[config.mk]
export PLATFORM = sky130hd
export DESIGN_NAME = load_store_unit
export DESIGN_NICKNAME = d
export VERILOG_FILES = /design/src/rtl/lsu_pkg.sv /design/src/rtl/byte_lane_unit.sv /design/src/rtl/load_store_unit.sv
export SDC_FILE = /design/constraint.sdc
export NUM_CORES = 1
export LEC_CHECK = 0
export ABC_AREA = 1
export BUFFER_PORTS_ARGS = -buffer_cell sky130_fd_sc_hd__buf_2
export CAP_MARGIN = 10
export CORE_MARGIN = 2
export CORE_UTILIZATION = 51
export DETAILED_ROUTE_END_ITERATION = 16
export GPL_TIMING_DRIVEN = 0
export PLACE_DENSITY = 0.81
export SETUP_SLACK_MARGIN = 0.3
export SLEW_MARGIN = 10
export SYNTH_ARGS = -nofsm -noshare
export SYNTH_HDL_FRONTEND = slang
export SYNTH_SLANG_ARGS = --single-unit
[constraint.sdc]
create_clock -name clk -period 1.8 [get_ports clk]
set_input_delay 0 -clock clk [delete_from_list [all_inputs] [get_ports clk]]
set_output_delay 0 -clock clk [all_outputs]
set_load 0.01 [all_outputs]
[src/rtl/lsu_pkg.sv]
// Shared types and constants for the load/store unit: access sizes, FSM states,
// the default data-memory limit and the request legality check.
package lsu_pkg;

  localparam logic [31:0] DEFAULT_ADDR_LIMIT = 32'h0000_1000;

  typedef enum logic [1:0] {
    SIZE_BYTE = 2'b00,
    SIZE_HALF = 2'b01,
    SIZE_WORD = 2'b10
  } size_t;

  typedef enum logic [2:0] {
    IDLE    = 3'd0,
    RD      = 3'd1,
    RD_WAIT = 3'd2,
    WR      = 3'd3,
    DONE    = 3'd4
  } lsu_state_t;

  // Illegal size, misalignment for the size, or an address past the memory.
  function automatic logic access_error(input logic [1:0] size, input logic [31:0] addr,
                                        input logic [31:0] limit);
    logic bad;
    case (size)
      SIZE_BYTE: bad = 1'b0;
      SIZE_HALF: bad = addr[0];
      SIZE_WORD: bad = (addr[1:0] != 2'b00);
      default:   bad = 1'b1;
    endcase
    return bad | (addr >= limit);
  endfunction

endpackage

[src/rtl/byte_lane_unit.sv]
// Little-endian lane handling: extracts and extends sub-word load data and
// merges sub-word store data into a previously read word.
module byte_lane_unit
  import lsu_pkg::*;
(
  input  logic [31:0] word,
  input  logic [1:0]  lane,
  input  size_t       size,
  input  logic        is_signed,
  input  logic [15:0] wdata,
  output logic [31:0] load_data,
  output logic [31:0] merged
);

  logic [31:0] shifted;

  // Lane extraction/extension and store merge.
  always_comb begin
    shifted   = word >> {lane, 3'b000};
    load_data = shifted;
    merged    = word;
    case (size)
      SIZE_BYTE: begin
        load_data = {{24{is_signed & shifted[7]}}, shifted[7:0]};
        case (lane)
          2'd0:    merged[7:0]   = wdata[7:0];
          2'd1:    merged[15:8]  = wdata[7:0];
          2'd2:    merged[23:16] = wdata[7:0];
          2'd3:    merged[31:24] = wdata[7:0];
          default: merged        = word;
        endcase
      end
      SIZE_HALF: begin
        load_data = {{16{is_signed & shifted[15]}}, shifted[15:0]};
        if (lane[1]) begin
          merged[31:16] = wdata;
        end else begin
          merged[15:0] = wdata;
        end
      end
      default: begin
        load_data = word;
        merged    = word;
      end
    endcase
  end

endmodule

[src/rtl/load_store_unit.sv]
// Load/store unit: accepts one request at a time, performs word accesses directly
// and sub-word stores as read-modify-write, and rejects illegal requests early.
module load_store_unit
  import lsu_pkg::*;
#(
  parameter logic [31:0] ADDR_LIMIT = DEFAULT_ADDR_LIMIT
) (
  input  logic        clk,
  input  logic        reset,
  input  logic        req_valid,
  output logic        req_ready,
  input  logic        req_write,
  input  logic [1:0]  req_size,
  input  logic        req_signed,
  input  logic [31:0] req_addr,
  input  logic [31:0] req_wdata,
  output logic        resp_valid,
  output logic        resp_error,
  output logic [31:0] resp_rdata,
  output logic        mem_write,
  output logic [31:0] mem_address,
  output logic [31:0] mem_write_data,
  input  logic [31:0] mem_read_data
);

  lsu_state_t  state, state_next;
  logic [31:0] addr_r;
  logic [1:0]  size_r;
  logic        signed_r;
  logic        write_r;
  logic [31:0] data_r;
  logic [31:0] rdata_r;
  logic        err_r;
  logic        req_err;
  logic [31:0] lane_load;
  logic [31:0] lane_merged;

  assign req_err = access_error(req_size, req_addr, ADDR_LIMIT);

  byte_lane_unit u_lanes (
    .word      (mem_read_data),
    .lane      (addr_r[1:0]),
    .size      (size_t'(size_r)),
    .is_signed (signed_r),
    .wdata     (data_r[15:0]),
    .load_data (lane_load),
    .merged    (lane_merged)
  );

  // Next-state selection.
  always_comb begin
    state_next = state;
    case (state)
      IDLE: begin
        if (req_valid) begin
          if (req_err) begin
            state_next = DONE;
          end else if (req_write && (req_size == SIZE_WORD)) begin
            state_next = WR;
          end else begin
            state_next = RD;
          end
        end else begin
          state_next = IDLE;
        end
      end
      RD:      state_next = RD_WAIT;
      RD_WAIT: state_next = write_r ? WR : DONE;
      WR:      state_next = DONE;
      DONE:    state_next = IDLE;
      default: state_next = IDLE;
    endcase
  end

  // State, request capture and load/merge data registers.
  always_ff @(posedge clk) begin
    if (reset) begin
      state    <= IDLE;
      addr_r   <= 32'd0;
      size_r   <= 2'b00;
      signed_r <= 1'b0;
      write_r  <= 1'b0;
      data_r   <= 32'd0;
      rdata_r  <= 32'd0;
      err_r    <= 1'b0;
    end else begin
      state <= state_next;
      case (state)
        IDLE: begin
          if (req_valid) begin
            addr_r   <= req_addr;
            size_r   <= req_size;
            signed_r <= req_signed;
            write_r  <= req_write;
            data_r   <= req_wdata;
            err_r    <= req_err;
            if (req_err) begin
              rdata_r <= 32'd0;
            end
          end
        end
        RD_WAIT: begin
          if (write_r) begin
            data_r <= lane_merged;
          end else begin
            rdata_r <= lane_load;
          end
        end
        // Stores report zero data in their DONE cycle.
        WR: rdata_r <= 32'd0;
        default: ;
      endcase
    end
  end

  assign req_ready      = (state == IDLE);
  assign resp_valid     = (state == DONE);
  assign resp_error     = (state == DONE) && err_r;
  assign resp_rdata     = rdata_r;
  assign mem_write      = (state == WR) && !reset;
  assign mem_address    = {addr_r[31:2], 2'b00};
  assign mem_write_data = data_r;

endmodule

---- Word-level counts from Yosys, hierarchy flattened ----
Cells that the tools add are included.
operators by class
  magnitude comparators ................... 1
  mux-type cells .......................... 21
  shifts and indexed selects .............. 1
  equality and inequality tests ........... 16
  bitwise gates (word level) .............. 3
  reduce and logical (&&, ||, !) cells .... 16
operator list
  operator              number
  $pmux 32 s2           3
  $mux 32               5
  $pmux 32 s3           1
  $ge 32x13->1 const B  1
  $mux 16               2
  $mux 8                4
  $shr 32x5->16         1
  $pmux 3 s4            1
  $mux 3                3
  $reduce_and 4->1      2
  $eq 2x1->1 const B    3
  $eq 2x2->1 const B    3
  $eq 3x2->1 const B    2
  $logic_not 2->1       3
  $ne 2x2->1 const B    3
  $ne 3x3->1 const B    2
  $reduce_and 5->1      1
  $reduce_bool 2->1     2
  $eq 3x1->1 const B    1
  $eq 3x3->1 const B    1
  $logic_and 1x1->1     3
  $logic_not 3->1       1
  $pmux 1 s3            1
  $reduce_and 3->1      1
  other kinds (7)       8
word-level totals
  register bits ........................... 104
  logic and storage cells ................. 68
  output and inout bits ................... 100

---- Logic depth before layout (Yosys ltp) ----
  depth after elaboration ................. 6
  depth in mapped cells ................... 12
  depth with buffers taken out ............ 11

---- Hierarchy ----
From an unflattened synthesis, not the netlist that was laid out.
unflattened totals
  cells, all modules ...................... 1044
  area, all modules ....................... 6485.0 um^2
by module, submodules not included
  module           seq. area each (um^2)  cells an instance  instances  area an instance (um^2)
  load_store_unit  2082.0                 640                1          4518.1
  byte_lane_unit   0.0                    404                1          1966.9

---- Worst setup path before layout ----
OpenSTA, ideal clock, no wires.
  path type ............................... register to register
  from .................................... reg state[0]
  to ...................................... reg data_r[7] (netlist: mem_write_data[7])
  stages on the path, launching flop included .. 11
  data arrival time ....................... 1365 ps
  path slack .............................. 319 ps
  buffers on the path ..................... 0
  cell sequence ........................... dfxtp_1 inv_1 nand2_2 nor2_4 nand2_2 nand2_2 nand2_2 nor2_4 inv_1 nor2_1 nor2_1
between the ends
  word-level cells in the longest chain between the ends .. 3
  elaborated cells between the ends (all ways) .. 9
  classes of those cells .................. 5 x eq/ne; 1 x mux; 3 x reduce/logical
ends and longest elaborated chain
  item                                                       RTL line                RTL
  start: declaration                                         load_store_unit.sv:26   lsu_state_t state, state_next;
  start signal: assignment                                   load_store_unit.sv:87   state <= state_next;
  $logic_not 3->1 *                                          n/a
  net req_ready                                              load_store_unit.sv:11   output logic req_ready,
  $ne 2x2->1 (no line) or $reduce_bool 2->1 (tied branches)  n/a
  $reduce_and 5->1 (no line)                                 n/a
  end signal: assignment                                     load_store_unit.sv:95   data_r <= req_wdata;
  end signal: assignment                                     load_store_unit.sv:104  data_r <= lane_merged;
  end: declaration                                           load_store_unit.sv:31   logic [31:0] data_r;
Mark *: on every way through the listed nets, which the timed path passes. The rest lies on a longest branch.
A chain may end at the register's enable or synchronous reset.

---- Worst setup path in the final report ----
  from .................................... reg state[0]
  to ...................................... reg rdata_r[22] (netlist: resp_rdata[22])
between the ends
  word-level cells in the longest chain between the ends .. 3
  elaborated cells between the ends (all ways) .. 9
  classes of those cells .................. 5 x eq/ne; 1 x mux; 3 x reduce/logical
ends and longest elaborated chain
  item                                                RTL line                RTL
  $eq 3x2->1 or $logic_not 3->1 (tied branches)       load_store_unit.sv:88   case (state)
  $ne 2x2->1 (no line), or another cell as far along  n/a
  $reduce_and 4->1 (no line)                          n/a
  end signal: assignment                              load_store_unit.sv:106  rdata_r <= lane_load;
  end: declaration                                    load_store_unit.sv:32   logic [31:0] rdata_r;
Parallel ways exist; a longest one is shown, timed or not.

==> results.tsv <==
stage	metric	value	unit
final_layout	Inserted Diodes	0	
timing	Slew Viols, Final	0	
final_layout	filler instances	884	
min_path	Worst Hold Depth	4	
worst_setup_path	cell family with most CP delay	simple AND/OR/NAND/NOR gates	
worst_setup_path	max incr delay on CP	0.35	ns
final_layout	commonest non-fill, non-tap cell in the layout	nand2_1	
final_layout	most frequent cells in the layout	nand2_1 (212), buf_2 (206), a21oi_1 (101)	
placement	Final HPWL DP	15.55	mm
clock_network	clock root cell	clkbuf_16	
drt	routed via count	7747	
timing	Fmax	0.6358	GHz
final_layout	Layout area overhead	45.16	%
worst_setup_path	Crit path depth	11	
floorplan	placement row count	39	
min_path	Min-Delay Path Class	primary input to flop	
timing	clock skew	0.01154	ns
power_and_ir_drop	Leak Pwr	4.287	nW
drt	drt pass-1 iters	6	
drt	DRC	0	
timing	Hold Vio Cnt, Final	0	
power_and_ir_drop	pwr dens	696.4	nW/um^2
drt	initial DRC count	1083	
floorplan	die area	12720	sq um
yosys	area share of the largest cell type after synthesis	0.3450	
drt	vias per inst	5.553	
placement	Port Buffers	199	
drt	routed len/inst	16.89	um
timing	Final Cycle Share	0.8738	
worst_setup_path	Worst EP arrival	1.83	ns
worst_setup_path	Critical Path End Type	flop	
drt	Total Wirelength	23.56	mm
clock_network	cts bufs inserted	9	
yosys	post-synthesis sequential area ratio	0.3450	
timing	PnR worst setup slack	0.2271	ns
floorplan	core area	11470	sq um
floorplan	Die Ht	112.8	um
timing	Post-Route Hold Slack	0.01391	ns
grt	gr usage total	0.3505	
timing	Final setup viols	0	
grt	total grt overflow	0	
floorplan	IO Pins	203	
yosys	post-synth cell types	27	
clock_network	Skew-Pair Late Insertion Delay	0.36	ns
yosys	Syn Inst Count	954	
timing	minimum clock period	1.573	ns
final_layout	share of layout cells above drive strength 1	0.3331	
timing	max_slew headroom	0.6329	
yosys	Yosys top cell by area	dfxtp_1	
grt	largest net degree at the start of global routing	18	
power_and_ir_drop	Worst VDD drop	0.7368	mV
yosys	Synth warnings	0	
timing	RSZ-0062 raised after global routing	true	
timing	TNS Setup	0	ns
worst_setup_path	CP bufs+invs	4	
drt	Routed Antenna Nets	0	
grt	first-pass GRT wire length	35.55	mm
clock_network	Num Clock Sinks	104	
grt	vias in the first global route	7203	
flow_run	max-cap violation count	0	
yosys	dominant cells by area after synthesis	dfxtp_1 (35%), nand2_1 (14%), a21oi_1 (9.5%), o21ai_0 (7.5%), nor2_1 (6.7%)	
outcome	outcome	finished clean	
worst_setup_path	CP max stage cell	dfxtp_2	
final_layout	nets	1350	
worst_setup_path	Critical Path RT	2.06	ns
yosys	mean post-synth cell area	6.326	sq um
clock_network	H-tree depth	3	
floorplan	DIE WIDTH	112.8	um
clock_network	clk buf depth	2	
clock_network	TritonCTS clock tree	yes	
worst_setup_path	Register-to-Register Path Depth	11	
worst_setup_path	critical path type	flop to flop	
timing	Tightest Pin Transition	0.5507	ns
worst_setup_path	Worst Path Max Fanout	8	
grt	initial antenna violation count	0	
placement	pre-CTS setup slack	0.001299	ns
placement	routability congestion estimate from global placement	1.008	
worst_setup_path	startpoint types	flop	
worst_setup_path	most used cell along the critical path	nand2_2	
clock_network	Clock Pin Slew Worst Setup and Hold Paths	0.08	ns
worst_setup_path	crit-path cells	inv_4 > nand2_4 > nor2_4 > buf_4 > nand2_1 > nand2_2 > buf_12 > buf_6 > nand2_2 > nand2_2 > nor2_1	
floorplan	Initial Utilization	0.5262	
yosys	Syn Std Cell Area	6035	sq um
yosys	FF+latch count, synth	104	
## final timing paths
path | from | endpoint | slack, ns
worst max-delay path | state[0] | resp_rdata[22] | 0.23
worst min-delay path | req_wdata[18] | mem_write_data[18] | 0.01
worst max register to register | state[0] | resp_rdata[22] | 0.23
worst min register to register | mem_write_data[25] | mem_write_data[25] | 0.47
## stage by stage
step,utilization,instances,instance area (sq um),power [mW]
floorplan,-,955,6038,3.347
global placement,0.6290,1297,7213,3.815
detailed placement,0.6290,1297,7213,3.832
CTS,0.7268,1381,8334,5.891
global route,0.7639,1395,8760,6.330
finish,0.7639,1395,8760,6.100
## kinds of logic after synthesis
| logic type | Yosys count | synth area share |
|---|---|---|
| buffers and inverters | 184 | 0.1480 |
| other | 1 | 0.0006214 |
| AOI/OAI and AO/OA | 254 | 0.2285 |
| and+or+nand+nor | 411 | 0.2778 |
| DFF | 104 | 0.3450 |
## Yosys cell counts
cell        n
or2_2       6
buf_1       3
a31oi_1     8
inv_2       5
buf_6       5
nand2_1   231
buf_2      27
inv_1      86
nand3_2     1
clkbuf_1   23
nand4_1     1
a22oi_1     1
and2_1      1
nand3_1    50
buf_4      35
nor2_1    108
nor2_4      3
nand2_2     7
a21oi_1   115
conb_1      1
nor3_1      2
o211ai_1   35
o21ai_1     2
dfxtp_1   104
o21ai_0    90
o21bai_1    3
nor2_2      1
## sequential cells by signal, summed over array words and instances, names as in the netlist
register        flops
resp_rdata         32
write_r             1
addr_r             32
err_r               1
mem_write_data     32
state               3
signed_r            1
size_r              2
## timing repair
action,4_1_cts,5_1_grt
hold buffers,48,0
endpoints found under the setup margin,70,71
cloned,2,4
buffers inserted,18,10
pin swaps,12,20
endpoints found under the hold margin,47,0
gates resized for setup,74,111
## metal layers
layer	share of wire	GRT usage
met1	0.39	0.4509
met2	0.47	0.5776
met3	0.10	0.06695
met4	0.042	0.1488
met5	0	0
## cell type report
cell class	count	area, sq um	area share
multi-input combinational	667	3301	0.3768
clock inverter	6	42.54	0.004856
clock buffer	10	239.0	0.02728
timing repair buffer	281	1822	0.2080
inverter	91	359.1	0.04099
tap	143	178.9	0.02043
buffer	93	719.4	0.08213
sequential	104	2098	0.2395
## report_power, final
| part | internal [mW] | switching [mW] |
|---|---|---|
| Combinational | 0.700 | 0.907 |
| Clock | 0.986 | 0.948 |
| Sequential | 2.45 | 0.111 |
| Total | 4.13 | 1.97 |
## tightest hold or removal path, stage by stage
cell and delay [ns]:
buf_2 0.07, or2_2 0.09, nand3_1 0.07, a21oi_1 0.11
Note: power is estimated with default switching activity, not from simulation.
